**src/rtl/bitserial_pkg.sv**
```systemverilog
// Shared types and helpers for the bit-serial multiply-add array front end.
//   tx_state_t : transmit FSM states (IDLE, SHIFT, PAD)
//   frame_len  : frame length in cycles for a given operand width / pad count
// Optional feature macro: BITSERIAL_TX_PAD_EN (zero-padding cycles after each operand).
package bitserial_pkg;

  typedef enum logic [1:0] {
    IDLE  = 2'd0,
    SHIFT = 2'd1,
    PAD   = 2'd2
  } tx_state_t;

  // Cycles per frame. Without padding the pad count is ignored.
  function automatic int frame_len(input int w, input int pad);
`ifdef BITSERIAL_TX_PAD_EN
    return w + pad;
`else
    return w + (pad * 0);
`endif
  endfunction

endpackage

```
**src/rtl/bitserial_operand_tx.sv**
```systemverilog
// Transmit end of the LSB-first bit-serial multiply-add array.
// Accepts an operand pair over valid/ready, streams in_a LSB-first on a_ser
// while holding in_b on b_par for the whole frame. sync marks frame cycle 0.
// With BITSERIAL_TX_PAD_EN defined, PAD zero bits follow the operand so the
// full product flushes out of the array.
// Ports:
//   clk, rst_n          : clock, async active-low reset
//   in_valid/in_ready   : input handshake (in_ready independent of in_valid)
//   in_a, in_b [W]      : serialized / parallel operands
//   a_ser, b_par, sync, busy : registered array-side outputs
module bitserial_operand_tx
  import bitserial_pkg::*;
#(
  parameter int W   = 8,
  parameter int PAD = W
) (
  input  logic         clk,
  input  logic         rst_n,
  input  logic         in_valid,
  output logic         in_ready,
  input  logic [W-1:0] in_a,
  input  logic [W-1:0] in_b,
  output logic         a_ser,
  output logic [W-1:0] b_par,
  output logic         sync,
  output logic         busy
);

  localparam int F  = frame_len(W, PAD);
  localparam int CW = (F > 1) ? $clog2(F) : 1;
  localparam logic [CW-1:0] CNT_LAST  = CW'(F - 1);
  localparam logic [CW-1:0] CNT_SHEND = CW'(W - 1);

  tx_state_t      state_q, state_d;
  logic [CW-1:0]  cnt_q, cnt_d;
  logic [W-1:0]   sr_q, sr_d;
  logic [W-1:0]   b_par_q, b_par_d;
  logic           a_ser_q, a_ser_d;
  logic           sync_q, sync_d;
  logic           busy_q, busy_d;
  logic           last_cycle, xfer;

  // The counter runs 0..F-1 across SHIFT and PAD, so F-1 is only ever
  // reached in whichever state closes the frame.
  assign last_cycle = (state_q != IDLE) && (cnt_q == CNT_LAST);
  assign in_ready   = (state_q == IDLE) || last_cycle;
  assign xfer       = in_valid && in_ready;

  always_comb begin
    state_d = state_q;
    cnt_d   = cnt_q;
    sr_d    = sr_q;
    b_par_d = b_par_q;
    a_ser_d = 1'b0;
    sync_d  = 1'b0;
    busy_d  = 1'b0;
    if (xfer) begin
      // Bit 0 goes straight to the output; the register holds the rest.
      state_d = SHIFT;
      cnt_d   = '0;
      sr_d    = in_a >> 1;
      a_ser_d = in_a[0];
      sync_d  = 1'b1;
      busy_d  = 1'b1;
      b_par_d = in_b;
    end else begin
      case (state_q)
        IDLE: ;
`ifdef BITSERIAL_TX_PAD_EN
        SHIFT, bitserial_pkg::PAD: begin
`else
        SHIFT: begin
`endif
          if (last_cycle) begin
            state_d = IDLE;
            cnt_d   = '0;
            sr_d    = '0;
          end else begin
            cnt_d   = cnt_q + 1'b1;
            a_ser_d = sr_q[0];   // zeros shifted in form the pad tail
            sr_d    = sr_q >> 1;
            busy_d  = 1'b1;
`ifdef BITSERIAL_TX_PAD_EN
            if (state_q == SHIFT && cnt_q == CNT_SHEND) state_d = bitserial_pkg::PAD;
`endif
          end
        end
        default: begin
          state_d = IDLE;
          cnt_d   = '0;
          sr_d    = '0;
        end
      endcase
    end
  end

  always_ff @(posedge clk or negedge rst_n) begin
    if (!rst_n) begin
      state_q <= IDLE;
      cnt_q   <= '0;
      sr_q    <= '0;
      b_par_q <= '0;
      a_ser_q <= 1'b0;
      sync_q  <= 1'b0;
      busy_q  <= 1'b0;
    end else begin
      state_q <= state_d;
      cnt_q   <= cnt_d;
      sr_q    <= sr_d;
      b_par_q <= b_par_d;
      a_ser_q <= a_ser_d;
      sync_q  <= sync_d;
      busy_q  <= busy_d;
    end
  end

  assign a_ser = a_ser_q;
  assign b_par = b_par_q;
  assign sync  = sync_q;
  assign busy  = busy_q;

`ifndef BITSERIAL_TX_PAD_EN
  logic unused_shend;
  assign unused_shend = ^CNT_SHEND;
`endif

endmodule
```
**config.mk**
```make
export PLATFORM = sky130hd
export DESIGN_NAME = bitserial_operand_tx
export DESIGN_NICKNAME = d
export VERILOG_FILES = /design/src/rtl/bitserial_pkg.sv /design/src/rtl/bitserial_operand_tx.sv
export SDC_FILE = /design/constraint.sdc
export NUM_CORES = 1
export LEC_CHECK = 0
export ABC_AREA = 0
export CORE_MARGIN = 4
export CORE_UTILIZATION = 40
export DETAILED_ROUTE_END_ITERATION = 8
export HOLD_SLACK_MARGIN = 0.02
export PLACE_DENSITY = 0.71
export SLEW_MARGIN = 20
export SYNTH_ARGS = -nofsm -noshare
export SYNTH_HDL_FRONTEND = slang
export SYNTH_SLANG_ARGS = --single-unit
export TNS_END_PERCENT = 1
```
**constraint.sdc**
```tcl
create_clock -name clk -period 1.9 [get_ports clk]
set_input_delay 0.475 -clock clk [delete_from_list [all_inputs] [get_ports clk]]
set_output_delay 0.475 -clock clk [all_outputs]
set_load 0.03 [all_outputs]
```
# After elaboration in Yosys (flattened, before gate mapping)

Index checks and enable logic that the tools add are counted.

$add $sub $neg: 1
Multiply operators: 0
Divide/modulo/power cells: 0
$lt $le $gt $ge: 0
Equality and inequality tests: 4
Shift operators: 0
Muxes and demuxes: 16
Bitwise logic cells: 0
Reductions and logical operators: 6

Operators with widths:

| operator                                                         | number |
|---|---|
| 8-bit one-hot mux with 2 select lines                            | 1 |
| 8-bit 2-to-1 mux                                                 | 1 |
| 1-bit 2-to-1 mux                                                 | 7 |
| 7-bit 2-to-1 mux                                                 | 1 |
| 3-bit 2-to-1 mux                                                 | 2 |
| 3-bit one-hot mux with 2 select lines                            | 1 |
| 2-bit 2-to-1 mux                                                 | 2 |
| 2-bit one-hot mux with 2 select lines                            | 1 |
| 3-bit by 1-bit adder with 3-bit output (second input constant)   | 1 |
| 3-bit == test (second input constant)                            | 1 |
| 3-bit inequality test (second input constant)                    | 1 |
| 2-bit by 1-bit == test with 1-bit output (second input constant) | 1 |
| 1-bit logical AND                                                | 2 |
| 2-bit zero test                                                  | 1 |
| 2-bit inequality test (second input constant)                    | 1 |
| 2-bit AND reduction                                              | 1 |
| 2-bit nonzero test                                               | 1 |
| 1-bit logical OR                                                 | 1 |

Flip-flop bits (word level): 24
Latch bits: 0
RAM bits: 0
Bits in read-only memories: 0
Bits of input ports: 19
Output and inout bits: 12
Word-level logic and storage cells: 34
Memories kept: 0

# Depth between registers and ports, before layout

Depth after elaboration: 6
Depth in mapped cells: 8
Depth with buffers taken out: 6

# Worst setup path after synthesis

Ideal clock, no wire load.

Path type: register to register
Start point: register cnt_q[0]
End point: register b_par_q[0] (netlist: b_par[0])
Library setup time: 0.125 ns
Arrival: 1.602 ns
Data required time: 1.775 ns
Path slack: 0.173 ns
Stages on the path, launching flop included: 9
Buffers on the path: 2
Period minus slack after synthesis: 1.727 ns
Cell sequence: dfrtp_1 -> ha_1 -> ha_1 -> clkbuf_2 -> nor2b_4 -> buf_6 -> inv_8 -> nand2_8 -> mux2_4

Longest elaborated chain between the ends: 4

Ends and longest elaborated chain:

| what                     | line                        | source |
|---|---|---|
| start: declaration       | bitserial_operand_tx.sv:35  | `logic [CW-1:0] cnt_q, cnt_d;` |
| start signal: assignment | bitserial_operand_tx.sv:108 | `cnt_q <= cnt_d;` |
| 3-bit == test            | bitserial_operand_tx.sv:45  | `assign last_cycle = (state_q != IDLE) && (cnt_q == CNT_LAST);` |
| 1-bit logical AND        | bitserial_operand_tx.sv:45  |  |
| 1-bit logical OR         | bitserial_operand_tx.sv:46  | `assign in_ready = (state_q == IDLE) \|\| last_cycle;` |
| net in_ready             | bitserial_operand_tx.sv:20  | `output logic in_ready,` |
| 1-bit logical AND        | bitserial_operand_tx.sv:47  | `assign xfer = in_valid && in_ready;` |
| end signal: assignment   | bitserial_operand_tx.sv:110 | `b_par_q <= b_par_d;` |
| end: declaration         | bitserial_operand_tx.sv:37  | `logic [W-1:0] b_par_q, b_par_d;` |

The timed path passes the listed nets, and every way through them passes these cells.
A chain may end at the register's enable or synchronous reset.

# Final worst setup path

Start point: register cnt_q[0]
End point: output port in_ready

Longest elaborated chain between the ends: 3

Ends and longest elaborated chain:

| what              | line |
|---|---|
| 3-bit == test     | bitserial_operand_tx.sv:45 |
| 1-bit logical AND | bitserial_operand_tx.sv:45 |
| 1-bit logical OR  | bitserial_operand_tx.sv:46 |
| end: declaration  | bitserial_operand_tx.sv:20 |

No other way between the ends.

==> impl_metrics.ini <==
[power]
combPwrFrac = 0.513
power.internal_mw = 1.49
power_mw = 2.28
p_switching_mw = 0.792
irDropWorstVdd_uv = 1020
seqPwrFrac = 0.334
cellPowerDensity_nw_per_um2 = 1560
power.share.clock = 0.152
p_leak_nw = 0.691
p_sw_frac = 0.347

[global_route]
grt_pass1_wl_mm = 3.44
grt_util_all_layers = 0.133
grt_max_degree = 23
grt_pass1_vias = 822
globalRouteOverflowTotal = 0
antenna_found_initial = 0

[cells_and_area]
antennaDiodeCount = 0
fin_nets = 133
finalInstanceArea_um2 = 1460
area_growth_syn_to_layout_pct = 46.6
layout-drive-gt1-share = 0.270

[sta]
rsz0062_at_grt = yes
whs_ns = 0.485
fin_ws_ns = 0.0178
period_share = 0.991
setup_violations = 0
fmax_mhz = 531
fin_skew_ns = 0.00364
finalCriticalPeriod_ns = 1.88
drv_slew = 0
worstMarginPinSlew_ns = 0.342
worst_slew_margin_rel = 0.771
hold_violations = 0

[cts]
clock_path_buffers = 2
clk_latency_ns = 0.30
ctsHtreeMaxLevel = 1
cts-root-buf = clkbuf_4
numCtsBuffers = 3
clock_sinks = 22
clk_pin_slew_worst_paths_ns = 0.12
cts_tree = built

[synth]
syn-num-nets = 92
yosysTopAreaCellShare = 0.551
postSynthAreaPerCell_um2 = 14.1
netlist_area_um2 = 998
ys_seq_elements = 22
synth_top_family_by_area = multiplexers
synth_top_cell_by_area = dfrtp_1
synth_compound_area_frac = 0.113
synthCells = 71
ys_warn_count = 0
synth.area.mux_share = 0.190
synth_cell_type_count = 18
synth_simple_gate_area_frac = 0.0739
synth_fa_ha_area_frac = 0.0251
seq_area_frac_synth = 0.551
synth.area.top_cells = dfrtp_1, mux2_4, mux2i_1
synth_xor_area_frac = 0

[placed_design]
hpwl_mm = 1.45
dp_slack_ns = -0.168
place_area_um2 = 1360
portBuffers = 30
gp_congestion = 0.706

[critical_path]
cp.required_ns = 1.42
end_kind = output pin
worst_setup_path_start_kind = register
worst-path-max-fanout = 2
timing_worst_setup_path_type = register to output pin
worstPathArrival_ns = 1.41

[floorplan]
core_area_um2 = 2300
die_height_um = 58.0
dieArea_um2 = 3360
dieWidth_um = 58.0
initial_core_util = 0.435
ios = 31
placementRows = 17

[drt]
vias = 732
avgRoutedWirePerCell_um = 14.7
drt-pass1-iter-count = 4
drt_iter0_markers = 3
final_antenna_net_count = 0
drc_errors = 0
vias_per_cell = 5.27
routed_wl_mm = 2.05

[min_path]
hold_class = register to register

[flow_run]
max-cap-violations = 0

[outcome]
status = completed
worst max-delay path, stage by stage, from the launching register on:
cell and delay [ns]:
dfrtp_1 0.41, ha_2 0.20, ha_4 0.16, nor2b_4 0.17
inv_8 0.03, buf_6 0.13
path summary, 6_finish.rpt:
check,startpoint,to,slack (ns),cells past startpoint
setup / recovery,cnt_q[0],in_ready,0.02,5
min in group asynchronous,rst_n,sr_q[1],0.51,2
setup reg to reg,cnt_q[0],b_par[0],0.23,7
hold reg to reg,sr_q[0],a_ser,0.49,2
max in group asynchronous,rst_n,sr_q[5],1.18,2
hold / removal,sr_q[0],a_ser,0.49,2
cell type report:
type	instances	area, um2
Inverter	2	15.0
Tap cell	28	35.0
Sequential cell	22	551
Clock buffer	3	22.5
Timing Repair Buffer	40	394
Clock inverter	1	30.0
Multi-Input combinational cell	43	417
Fill cell	194	833
sequential cells by signal (all words and copies together) (netlist names):
name,flops
state_q,1
busy,1
a_ser,1
sync,1
sr_q,7
b_par,8
cnt_q,3
synthesized netlist by cell type:
library cell,instances
mux2i_1,7
a32oi_1,6
inv_8,1
buf_6,2
dfrtp_1,22
nand2_1,3
ha_1,2
buf_1,1
inv_1,1
nand2_8,1
nor2_1,1
clkbuf_2,1
nand3_1,2
a22o_2,2
o21ai_0,8
mux2_4,8
or2b_1,2
nor2b_4,1
repair_timing:
item	in CTS	in global routing
gates resized for setup	9	3
buffers inserted	2	2
setup endpoints to repair	1	3
hold buffers	0	0
logic make-up after synthesis:
logic type      count (synthesis)
fa+ha+maj                       2
mux                            15
compound gates                 16
flops                          22
buf+inv                         6
simple gates                   10
routing by layer:
metal	vias up	part of all wire	track usage
li1	336	-	-
met1	362	0.41	0.141
met2	32	0.49	0.234
met3	2	0.093	0.0579
met4	0	0.0024	0.0430
met5	-	0	0
metrics by stage:
step                utilization  TNS, ns  cells
floorplan                     -        0     71
global placement          0.592   -0.160    131
detailed placement        0.592   -0.168    131
CTS                       0.624        0    137
global route              0.637  -0.0677    139
finish                    0.637        0    139
power groups by stage:
stage	registers, mW	logic, mW	clock network [mW]
after floorplan	0.965	0.494	0
after global placement	0.760	1.08	0
after detailed placement	0.763	1.10	0
after CTS	0.760	1.14	0.355
after global routing	0.786	1.26	0.378
final	0.762	1.17	0.348
cell usage in the layout (no fill, tap or decap), types with 3 or more instances in the layout:
cell and count:
clkdlybuf4s50_1 27, dfrtp_1 22, buf_4 9, o21ai_0 8, mux2_4 8, mux2i_1 7
a32oi_1 6, nand2_1 3, clkbuf_4 3
Note: power is estimated with default switching activity, not from simulation.
